## src/rtl/collector_pkg.sv

```systemverilog
// Shared state type and counter sizing for the nibble result collector.
// COLLECTOR_CHECKSUM_EN appends one XOR checksum byte to every frame.
package collector_pkg;

   typedef enum logic [1:0] {
      IDLE    = 2'd0,
      COLLECT = 2'd1,
      DRAIN   = 2'd2
   } coll_state_t;

   localparam int BYTE_W = 8;

`ifdef COLLECTOR_CHECKSUM_EN
   localparam int CHK_BYTES = 1;
`else
   localparam int CHK_BYTES = 0;
`endif

   // A counter for a single value still needs one bit to exist.
   function automatic int cnt_w(input int n);
      return (n <= 1) ? 1 : $clog2(n);
   endfunction

   function automatic int slice_cnt_w(input int n, input int nw);
      return cnt_w(n / nw);
   endfunction

   function automatic int byte_idx_w(input int n);
      return cnt_w(n / BYTE_W + CHK_BYTES);
   endfunction

endpackage

```

## src/rtl/collector_byte_sel.sv

```systemverilog
// Combinational byte selector over the captured result word.
// With COLLECTOR_CHECKSUM_EN, index N/8 selects the XOR of all data bytes.
module collector_byte_sel
   import collector_pkg::*;
#(
   parameter int N     = 64,
   parameter int IDX_W = 3
) (
   input  logic [N-1:0]      word_i,
   input  logic [IDX_W-1:0]  idx_i,
   output logic [BYTE_W-1:0] byte_o
);

   localparam int NDB = N / BYTE_W;

`ifdef COLLECTOR_CHECKSUM_EN
   logic [BYTE_W-1:0] chk;

   always_comb begin
      chk = '0;
      for (int b = 0; b < NDB; b++) chk = chk ^ word_i[b*BYTE_W +: BYTE_W];
   end
`endif

   always_comb begin
      byte_o = '0;
      for (int b = 0; b < NDB; b++) begin
         if (idx_i == IDX_W'(b)) byte_o = word_i[b*BYTE_W +: BYTE_W];
      end
`ifdef COLLECTOR_CHECKSUM_EN
      if (idx_i == IDX_W'(NDB)) byte_o = chk;
`endif
   end

endmodule

```

## src/rtl/nibble_result_collector.sv

```systemverilog
// Collects N_width-bit result slices into an N-bit word, then replays it LSB byte first
// over valid/ready. Define COLLECTOR_CHECKSUM_EN for a trailing XOR checksum byte.
module nibble_result_collector
   import collector_pkg::*;
#(
   parameter int N       = 64,
   parameter int N_width = 4
) (
   input  logic               clk,
   input  logic               rst,
   input  logic               in_valid,
   input  logic [N_width-1:0] in_data,
   input  logic               out_ready,
   output logic               out_valid,
   output logic [7:0]         out_data,
   output logic               out_last,
   output logic               busy,
   output logic               overflow,
   output logic [7:0]         word_count
);

   localparam int SLICES = N / N_width;
   localparam int NB     = N / BYTE_W + CHK_BYTES;
   localparam int SW     = slice_cnt_w(N, N_width);
   localparam int BW     = byte_idx_w(N);
   localparam logic [SW-1:0] SLICE_LAST = SW'(SLICES - 1);
   localparam logic [BW-1:0] BYTE_LAST  = BW'(NB - 1);

   coll_state_t       state_q, state_d;
   logic [SW-1:0]     slice_cnt_q, slice_cnt_d;
   logic [BW-1:0]     byte_idx_q, byte_idx_d;
   logic [N-1:0]      word_q, word_d;
   logic              out_valid_q, out_valid_d;
   logic [7:0]        out_data_q, out_data_d;
   logic              out_last_q, out_last_d;
   logic              overflow_q, overflow_d;
   logic [7:0]        word_count_q, word_count_d;
   logic [BYTE_W-1:0] sel_byte;

   // Select from next-state values so the first byte is registered with the last slice.
   collector_byte_sel #(
      .N     (N),
      .IDX_W (BW)
   ) u_byte_sel (
      .word_i (word_d),
      .idx_i  (byte_idx_d),
      .byte_o (sel_byte)
   );

   always_comb begin
      state_d      = state_q;
      slice_cnt_d  = slice_cnt_q;
      byte_idx_d   = byte_idx_q;
      word_d       = word_q;
      overflow_d   = overflow_q;
      word_count_d = word_count_q;
      out_data_d   = out_data_q;

      unique case (state_q)
         IDLE, COLLECT: begin
            if (in_valid) begin
               for (int s = 0; s < SLICES; s++) begin
                  if (slice_cnt_q == SW'(s)) word_d[s*N_width +: N_width] = in_data;
               end
               if (slice_cnt_q == SLICE_LAST) begin
                  slice_cnt_d = '0;
                  byte_idx_d  = '0;
                  state_d     = DRAIN;
               end else begin
                  slice_cnt_d = slice_cnt_q + SW'(1);
                  state_d     = COLLECT;
               end
            end
         end
         DRAIN: begin
            if (in_valid) overflow_d = 1'b1;
            if (out_valid_q && out_ready) begin
               if (byte_idx_q == BYTE_LAST) begin
                  byte_idx_d   = '0;
                  word_count_d = word_count_q + 8'd1;
                  state_d      = IDLE;
               end else begin
                  byte_idx_d = byte_idx_q + BW'(1);
               end
            end
         end
         default: state_d = IDLE;
      endcase

      out_valid_d = (state_d == DRAIN);
      out_last_d  = (state_d == DRAIN) && (byte_idx_d == BYTE_LAST);
      if (state_d == DRAIN) out_data_d = sel_byte;
   end

   always_ff @(posedge clk or negedge rst) begin
      if (!rst) begin
         state_q      <= IDLE;
         slice_cnt_q  <= '0;
         byte_idx_q   <= '0;
         word_q       <= '0;
         out_valid_q  <= 1'b0;
         out_data_q   <= '0;
         out_last_q   <= 1'b0;
         overflow_q   <= 1'b0;
         word_count_q <= '0;
      end else begin
         state_q      <= state_d;
         slice_cnt_q  <= slice_cnt_d;
         byte_idx_q   <= byte_idx_d;
         word_q       <= word_d;
         out_valid_q  <= out_valid_d;
         out_data_q   <= out_data_d;
         out_last_q   <= out_last_d;
         overflow_q   <= overflow_d;
         word_count_q <= word_count_d;
      end
   end

   assign out_valid  = out_valid_q;
   assign out_data   = out_data_q;
   assign out_last   = out_last_q;
   assign busy       = (state_q != IDLE);
   assign overflow   = overflow_q;
   assign word_count = word_count_q;

endmodule

```

## config.mk

```make
export PLATFORM = sky130hd
export DESIGN_NAME = nibble_result_collector
export DESIGN_NICKNAME = d
export VERILOG_FILES = /design/src/rtl/collector_pkg.sv /design/src/rtl/collector_byte_sel.sv /design/src/rtl/nibble_result_collector.sv
export SDC_FILE = /design/constraint.sdc
export NUM_CORES = 1
export LEC_CHECK = 0
export ABC_AREA = 1
export CORE_MARGIN = 3
export CORE_UTILIZATION = 53
export DETAILED_ROUTE_END_ITERATION = 12
export PLACE_DENSITY = 0.75
export SKIP_LAST_GASP = 1
export SYNTH_ARGS = -nofsm -noshare
export SYNTH_HDL_FRONTEND = slang
export SYNTH_SLANG_ARGS = --single-unit
```

## constraint.sdc

```tcl
create_clock -name clk -period 2.1 [get_ports clk]
set_input_delay 0.63 -clock clk [delete_from_list [all_inputs] [get_ports clk]]
set_output_delay 0.63 -clock clk [all_outputs]
set_load 0.02 [all_outputs]
```

# Word-level counts from Yosys, hierarchy flattened
# Index checks and enable logic that the tools add are counted.
totals:
  register_bits: 92
  latch_bits: 0
  ramBits: 0
  mem_bits_ro: 0
  input_bits: 8
  output_inout_bits: 20
  wordCells: 85
  memories: 0
classes:
  add_sub_neg: 3
  multipliers: 0
  n_div: 0
  magnitude_cmp: 0
  eq_ne: 26
  shift: 0
  mux: 37
  n_bitwise: 0
  n_reduce_logical: 10
ops:
  columns: ["cell", "n"]
  rows:
  - ["64-bit two-way mux", 2]
  - ["4-bit two-way mux", 17]
  - ["8-bit two-way mux", 8]
  - ["4-bit == test (second input constant)", 8]
  - ["4-bit by 3-bit == test with 1-bit output (second input constant)", 4]
  - ["3-bit == test (second input constant)", 5]
  - ["3-bit two-way mux", 4]
  - ["8-bit by 1-bit adder with 8-bit output (second input constant)", 1]
  - ["4-bit by 2-bit == test with 1-bit output (second input constant)", 2]
  - ["2-bit two-way mux", 4]
  - ["3-bit by 2-bit == test with 1-bit output (second input constant)", 2]
  - ["3-bit one-hot mux with 2 select lines", 1]
  - ["4-bit by 1-bit adder with 4-bit output (second input constant)", 1]
  - ["2-bit == test (second input constant)", 2]
  - ["4-bit by 1-bit == test with 1-bit output (second input constant)", 1]
  - ["4-bit logical NOT", 1]
  - ["2-bit one-hot mux with 2 select lines", 1]
  - ["2-bit AND reduction", 2]
  - ["3-bit by 1-bit adder with 3-bit output (second input constant)", 1]
  - ["3-bit by 1-bit == test with 1-bit output (second input constant)", 1]
  - ["3-bit logical NOT", 1]
  - ["3-bit AND reduction", 1]
  - ["2-bit by 1-bit == test with 1-bit output (second input constant)", 1]
  - ["1-bit logical AND", 2]
  - ["3 further kinds", 3]

# Depth between registers and ports, before layout
# Gate-level depths: netlist of the first run.
depth:
  ltp_word: 13
  ltp_mapped: 14
  mapped_depth_nobuf: 13

# Modules after synthesis
# A second synthesis of the first run with hierarchy kept.
hier_totals:
  cells_unflattened: 502
  area_unflattened_um2: 4410.5
by_module_without_submodules:
  columns: ["module", "instances", "cells_per_inst", "area_each_um2", "seq_area_each_um2"]
  rows:
  - ["nibble_result_collector", 1, 391, 3796.1, 2302.2]
  - ["collector_byte_sel", 1, 111, 614.3, 0.0]

# Least setup slack after synthesis of the first run
# Ideal clock, no wire load.
synth_path:
  kind: "register to register"
  from: "reg byte_idx_q[0]"
  to: "reg out_data_q[0], in the netlist out_data[0]"
  setup_ns: 0.117
  arrival_time_ns: 1.825
  required_time_ns: 1.983
  path_slack_ns: 0.158
  stages_incl_launch_ff: 14
  n_path_buf: 1
  synth_period_minus_slack_ns: 1.942
  cell_sequence: "dfrtp_1 -> ha_1 -> ha_1 -> o21ai_0 -> nand3_1 -> nand2_4 -> inv_2 -> nor3_4 -> buf_4 -> nand2_1 -> nand2_1 -> inv_1 -> nand2_1 -> nand2_1"
synth_between:
  elab_chain_cells: 13
  word_cells_on_any_way: 27
  cone_classes: "add/sub (1); eq/ne (9); mux (16); reduce/logical (1)"
synth_rtl:
  columns: ["element", "line", "source"]
  rows:
  - ["from (decl)", "nibble_result_collector.sv:31", "logic [BW-1:0] byte_idx_q, byte_idx_d;"]
  - ["from (signal assigned)", "nibble_result_collector.sv:109", "byte_idx_q <= byte_idx_d;"]
  - ["3-bit by 1-bit adder with 3-bit output or 3-bit == test (tied branches)", "nibble_result_collector.sv:83, nibble_result_collector.sv:78", null]
  - ["3-bit two-way mux", "nibble_result_collector.sv:78", "if (byte_idx_q == BYTE_LAST) begin"]
  - ["3-bit two-way mux", "nibble_result_collector.sv:77", "if (out_valid_q && out_ready) begin"]
  - ["3-bit one-hot mux with 2 select lines", "nibble_result_collector.sv:59", "unique case (state_q)"]
  - ["3-bit logical NOT", "collector_byte_sel.sv:28", "if (idx_i == IDX_W'(b)) byte_o = word_i[b*BYTE_W +: BYTE_W];"]
  - ["8-bit two-way mux (8 in series)", "collector_byte_sel.sv:28", null]
  - ["to (signal assigned)", "nibble_result_collector.sv:112", "out_data_q <= out_data_d;"]
  - ["to (decl)", "nibble_result_collector.sv:34", "logic [7:0] out_data_q, out_data_d;"]
# Several ways; a longest one is shown, not always the timed one.
# A chain may end at the register's enable or synchronous reset.

# Worst setup path in the final report of the first run
layout_path:
  from: "reg slice_cnt_q[0]"
  to: "reg out_data_q[2], in the netlist out_data[2]"
layout_between:
  elab_chain_cells: 13
  word_cells_on_any_way: 42
  cone_classes: "eq/ne (16); mux (24); reduce/logical (2)"
layout_rtl:
  columns: ["element", "line", "source"]
  rows:
  - ["from (decl)", "nibble_result_collector.sv:30", "logic [SW-1:0] slice_cnt_q, slice_cnt_d;"]
  - ["from (signal assigned)", "nibble_result_collector.sv:108", "slice_cnt_q <= slice_cnt_d;"]
  - ["4-bit == test", "nibble_result_collector.sv:65", "if (slice_cnt_q == SLICE_LAST) begin"]
  - ["3-bit two-way mux", "nibble_result_collector.sv:65", null]
  - ["3-bit two-way mux", "nibble_result_collector.sv:61", "if (in_valid) begin"]
  - ["3-bit one-hot mux with 2 select lines", "nibble_result_collector.sv:59", null]
  - ["3-bit logical NOT", "collector_byte_sel.sv:28", null]
  - ["8-bit two-way mux (8 in series)", "collector_byte_sel.sv:28", null]
# Several ways; a longest one is shown, not always the timed one.

==> flow_metrics.py, run 1 <==
metrics = {
    "worst_setup_path": {
        "cp_slowest_stage_delay_ps": 380,
        "crit_chain": "ha_2 -> inv_1 -> nor2_1 -> nand2_2 -> nand3_2 -> nand2_4 -> buf_12 -> buf_4 -> nand4_1 -> nand3_2 -> nor2_2 -> nand4_1 -> nand2_1 -> nand2_1",
        "cp.required_ps": 2370,
        "crit_fanout": 5,
        "worst_ep_arrival_time_ps": 2380,
        "cp-start-kind": "flop",
        "critPathCaptureType": "flop",
        "cpMaxStageDelayCell": "dfrtp_1",
        "crit_type": "flop to flop",
        "worst-path-buf-inv": 3,
        "crit_family": "simple AND/OR/NAND/NOR gates",
    },
    "synth": {
        "synth.net_count": 533,
        "ys_types": 34,
        "syn_inst": 518,
        "synth_edf_count": 0,
        "avgSynthCellArea_um2": 8.495,
        "ys_dominant_reg_cell": "dfrtp_1",
        "yosys.area.top_type": "dfrtp_1",
        "syn-cell-area_um2": 4400,
        "ys_seq_area_share_pct": 52.32,
        "yosys-top-cells-area": "dfrtp_1 52%, nand2_1 11%, nor2_1 4.4%",
        "ys_warn_count": 0,
        "synth_seq_cells": 92,
        "synth_top_area_share_pct": 52.32,
        "async_reset_ff_share_pct": 100.0,
    },
    "place": {
        "place_ws_ps": -570.1,
        "dp_hpwl_um": 8201,
        "gp_congestion": 0.9279,
        "io_buffers": 27,
    },
    "routing": {
        "detail_route.iter0.violations": 397,
        "drtAntennaViolNets": 0,
        "top_layer_used": "met4",
        "wl_per_cell_um": 17.00,
        "wl_met1_um": 5159,
        "dr_wl_met3_um": 868,
        "num_vias": 4189,
        "wirelength_um": 12530,
        "dr_wl_met2_um": 6195,
        "via_per_inst": 5.684,
        "drc": 0,
        "first_pass_iters": 5,
    },
    "power": {
        "ir_drop_mv": 0.7127,
        "cellLeakagePower_nw": 2.874,
        "power_density_nw_per_um2": 1199,
    },
    "timing": {
        "skew_ps": 11.40,
        "fmaxAchievable_ghz": 0.4738,
        "maxSlewViolCount": 0,
        "fin_crit_sh_pct": 100.5,
        "slew_headroom_pct": 62.61,
        "setup_violations": 3,
        "fin_ws_ps": -10.43,
        "rsz0062_at_grt": "true",
        "layout_min_cycle_time_ps": 2110,
        "worst_pin_slew_ps": 560.9,
        "finalHoldViolations": 0,
        "hold_slack_ps": 243.8,
    },
    "hold_path": {
        "hp-class": "input pin to asynchronous set/reset pin",
    },
    "floorplan": {
        "start_util_pct": 55.79,
        "dieArea_um2": 9432,
        "core_area_um2": 7888,
        "io-pin-count": 28,
        "rows": 32,
        "die_h_um": 97.12,
        "die_w_um": 97.12,
    },
    "clock_network": {
        "cts_tree": "yes",
        "ctsRootBufferMaster": "clkbuf_8",
        "clk_latency_ps": 370,
        "cts_max_path_buffers": 2,
        "clkTransAtPathRegs_ps": 90,
        "cts_inserted_buffers": 9,
        "cts_max_level": 3,
        "clock_sinks": 92,
    },
    "cells_and_area": {
        "ff_latch_area_um2": 2305,
        "n_fill_cell": 529,
        "area_growth_pct": 33.12,
        "multi_input_area_um2": 1958,
        "nets": 645,
        "drive_gt1_share_pct": 27.09,
        "final_cell_mix": "124 x nand2_1, 90 x dfrtp_1, 80 x buf_4, 44 x inv_1, 40 x nor2_1",
        "utilization_pct": 74.27,
        "final_common_cell": "nand2_1",
        "antenna_cells": 0,
    },
    "job": {
        "maxCapViolCount": 0,
    },
    "global_route": {
        "grt_start_max_net_pins": 41,
        "antenna_found_initial": 0,
        "grt_pass1_wl_um": 19440,
        "grt_pass1_vias": 4001,
        "gr-total-overflow": 0,
        "gr-usage-all-layers_pct": 25.63,
    },
    "outcome": {
        "outcome": "complete, but fails checks",
        "violations": "setup timing",
    },
}
[synthesized netlist by cell type, drive strengths merged, types with 3 or more instances]
| cell | instances |
|---|---|
| nand3 | 34 |
| a21oi | 35 |
| nor2 | 63 |
| dfrtp | 92 |
| o21ai | 38 |
| nand4 | 24 |
| or2 | 5 |
| xnor2 | 3 |
| inv | 50 |
| nand2 | 138 |
| xor2 | 4 |
| ha | 7 |
| buf | 10 |
| nor3 | 5 |
| clkbuf | 5 |
[flip-flops by register name, indices dropped and copies added, names as in the netlist]
register / flops
slice_cnt_q: 4
out_data: 8
byte_idx_q: 3
word_count: 8
word_q: 64
overflow: 1
out_last: 1
out_valid: 1
state_q: 2
[cell families (layout without fill, tap and decap cells)]
| group | Yosys count | in the layout | share of synthesized area [%] |
|---|---|---|---|
| adder cells (fa/ha/maj) | 7 | 7 | 1.990 |
| XOR/XNOR | 7 | 7 | 1.393 |
| AND/OR/NAND/NOR | 270 | 270 | 28.80 |
| flip-flops | 92 | 92 | 52.32 |
| multiplexers | 1 | 1 | 0.2559 |
| buffers and inverters | 66 | 183 | 6.511 |
| AO/OA/AOI/OAI | 75 | 75 | 8.729 |
[routing by layer]
layer  up-vias  GRT usage (%)
met5         -              0
met4         0          8.099
met3        35          3.374
met2       219          42.52
met1      2027          35.19
li1       1908              -
[final cells by class]
class	count	share of cell area, %
Sequential cell	92	39.34
Clock inverter	5	1.431
Clock buffer	11	2.414
Inverter	51	3.375
Multi-Input combinational cell	360	33.43
Timing Repair Buffer	116	17.83
Tap cell	102	2.179
[power by group]
part           switching, W  leakage (nW)  internal, W  total, W
sequential         0.000299          1.13      0.00250   0.00280
combinational       0.00171          1.64      0.00117   0.00288
clock              0.000635         0.106     0.000708   0.00134
[through the flow]
stage               std cells  TNS (ps)  total power [W]  area [µm²]
global placement          705     -8922         0.005223        5299
detailed placement        705    -10360         0.005333        5299
floorplan                 518         0         0.004241        4400
global route              737    -768.6         0.007442        5858
finish                    737    -25.93         0.007021        5858
CTS                       728    -2.604         0.006752        5628
[final timing paths]
check	startpoint	end	slack, ps	cells after the start
min in group clk	word_count[7]	word_count[7]	490	1
min	rst	word_count[5]	240	1
max reg2reg	slice_cnt_q[0]	out_data[2]	-10	14
min reg2reg	word_count[7]	word_count[7]	490	1
max	slice_cnt_q[0]	out_data[2]	-10	14
max in group asynchronous	rst	word_q[26]	1250	2
[what timing repair did]
item / in CTS / in global routing
gates cloned: 0 / 1
pin swaps: 12 / 24
hold buffers: 0 / 0
endpoints found under the hold margin: 0 / 0
resized for setup: 18 / 34
setup buffers: 7 / 8
endpoints found under the setup margin: 10 / 8
Note: power is estimated with default switching activity, not from simulation.
==> inputs of run 2 (changes only) <==
--- a/config.mk
+++ b/config.mk
@@ -14,3 +14,4 @@
 export SYNTH_ARGS = -nofsm -noshare
 export SYNTH_HDL_FRONTEND = slang
 export SYNTH_SLANG_ARGS = --single-unit
+export TNS_END_PERCENT = 30
==> run 2 against run 1 <==
The flow still finishes with violations (setup timing). Utilization fell by 0.43 points. Hold slack got worse by 2.3 ps. Count of clock-buffer cells in the layout stayed put. Worst setup slack got worse by 21 ps. Critical endpoint is now out_data[6].
==> flow_metrics.py, run 2 (synthesis results as in run 1) <==
metrics = {
    "outcome": {
        "outcome": "complete, but fails checks",
        "violations": "setup timing",
    },
    "worst_setup_path": {
        "r2r_cells": 13,
        "critPathCaptureType": "flop",
        "startpoint": "slice_cnt_q[1]",
        "r2r_start": "slice_cnt_q[1]",
        "crit_type": "flop to flop",
        "reg2reg_setup_slack_ps": -30,
        "rr_endpoint": "out_data[6]",
        "crit_fanout": 8,
        "cp.required_ps": 2360,
        "worst_ep_arrival_time_ps": 2390,
        "cp-start-kind": "flop",
    },
    "floorplan": {
        "io-pin-count": 28,
        "start_util_pct": 55.79,
        "die_h_um": 97.12,
        "die_w_um": 97.12,
        "rows": 32,
        "dieArea_um2": 9432,
        "core_area_um2": 7888,
    },
    "power": {
        "ir_drop_mv": 0.7065,
        "p_comb_share_pct": 40.6,
        "seqPwrFrac_pct": 40.1,
        "power_w": 0.006969,
        "p_int_w": 0.004351,
        "cellLeakagePower_nw": 2.858,
        "switchingPower_w": 0.002618,
        "power_density_nw_per_um2": 1196,
        "clockPowerShare_pct": 19.3,
        "netSwitchingFraction_pct": 37.57,
    },
    "timing": {
        "worst_pin_slew_ps": 558.1,
        "fin_crit_sh_pct": 101.5,
        "hold_slack_ps": 241.5,
        "finalHoldViolations": 0,
        "slew_headroom_pct": 62.80,
        "layout_min_cycle_time_ps": 2132,
        "maxSlewViolCount": 0,
        "tns_ps": -32.69,
        "fin_ws_ps": -31.81,
        "skew_ps": 9.014,
        "setup_violations": 2,
        "fmaxAchievable_ghz": 0.4691,
        "rsz0062_at_grt": "true",
    },
    "routing": {
        "via_per_inst": 5.714,
        "num_vias": 4211,
        "wl_per_cell_um": 16.77,
        "drc": 0,
        "wirelength_um": 12360,
        "detail_route.iter0.violations": 395,
        "drtAntennaViolNets": 0,
        "first_pass_iters": 6,
    },
    "global_route": {
        "antenna_found_initial": 0,
        "gr-total-overflow": 0,
        "gr-usage-all-layers_pct": 25.63,
        "grt_pass1_wl_um": 19440,
        "grt_pass1_vias": 4001,
        "grt_start_max_net_pins": 41,
    },
    "clock_network": {
        "ctsRootBufferMaster": "clkbuf_8",
        "cts_max_level": 3,
        "cts_inserted_buffers": 9,
        "clock_sinks": 92,
        "cts_tree": "yes",
        "clkTransAtPathRegs_ps": 90,
        "clk_latency_ps": 370,
        "cts_max_path_buffers": 2,
        "cts_hold_buf": 0,
    },
    "cells_and_area": {
        "area_growth_pct": 32.36,
        "largest_register": "word_q",
        "final_cell_mix": "124 x nand2_1, 90 x dfrtp_1, 80 x buf_4, 44 x inv_1, 43 x nor2_1",
        "antenna_cells": 0,
        "fin_cells": 737,
        "final_common_cell": "nand2_1",
        "utilization_pct": 73.84,
        "drive_gt1_share_pct": 25.98,
        "nets": 645,
        "largest_reg_flops": 64,
    },
    "place": {
        "gp_congestion": 0.9279,
        "placed_cells": 705,
        "dp_hpwl_um": 8201,
        "io_buffers": 27,
    },
    "hold_path": {
        "hp-class": "input pin to asynchronous set/reset pin",
    },
    "job": {
        "maxCapViolCount": 0,
    },
}
-- run 2: cell type report --
cell class,count,area (µm²)
flip-flops and latches,92,2305
fillers,529,2063
multi-input cells,360,1923
repair buffers,116,1046
inverters,51,197.7
clock buffers,11,141.4
well taps,102,127.6
clock inverters,5,83.83
-- run 2: worst max-delay path, cell delays in order (launching register included) --
cell     delay, ps
dfrtp_1        390
buf_4          150
inv_1          100
ha_1           200
nand3_1         90
buf_4          180
nand2_1         70
o21ai_0        160
nand4_1        180
nand3_1        100
nor2_1         180
nand4_1        110
nand2_1         70
nand2_1         40
-- run 2: power by group through the flow --
stage          sequential, W  clock, W  combinational [W]
3_3_place_gp         0.00277         0            0.00245
4_1_cts              0.00278   0.00135            0.00262
5_1_grt              0.00285   0.00145            0.00310
6_report             0.00279   0.00134            0.00283
3_5_place_dp         0.00281         0            0.00253
2_1_floorplan        0.00278         0            0.00146
-- run 2: worst max-delay path by stage --
stage	endpoint	slack [ps]
5_1_grt	out_data[5]	-140
3_5_place_dp	out_data[3]	-570
3_3_place_gp	out_data[3]	-550
4_1_cts	out_data[3]	-3
6_report	out_data[6]	-30
2_1_floorplan	out_data[0]	160
-- run 2: repair_timing --
item | in CTS | in global routing
endpoints found under the setup margin | 10 | 9
setup buffers | 7 | 8
cloned | 0 | 1
resized for setup | 17 | 24
pin swaps | 12 | 18
-- run 2: metrics by stage --
step	worst slack, ps	cell area (µm²)
after floorplan	158.5	4400
after global placement	-550.4	5299
after detailed placement	-570.1	5299
after CTS	-2.604	5629
after global routing	-144.1	5824
final	-31.81	5824
-- run 2: routing by layer --
| layer | global-route usage [%] | up-vias | part of all wire (%) |
|---|---|---|---|
| met5 | 0 | - | 0 |
| met4 | 8.099 | 0 | 2.8 |
| met3 | 3.374 | 41 | 8.1 |
| met2 | 42.52 | 239 | 48 |
| met1 | 35.19 | 2022 | 41 |
| li1 | - | 1909 | - |
==> inputs of run 3 (changes only) <==
--- a/config.mk
+++ b/config.mk
@@ -6,6 +6,7 @@
 export NUM_CORES = 1
 export LEC_CHECK = 0
 export ABC_AREA = 1
+export CAP_MARGIN = 0
 export CORE_MARGIN = 3
 export CORE_UTILIZATION = 53
 export DETAILED_ROUTE_END_ITERATION = 12
==> results of run 3 <==
Same layout as run 2: the final DEF is identical, and so are final timing and power.
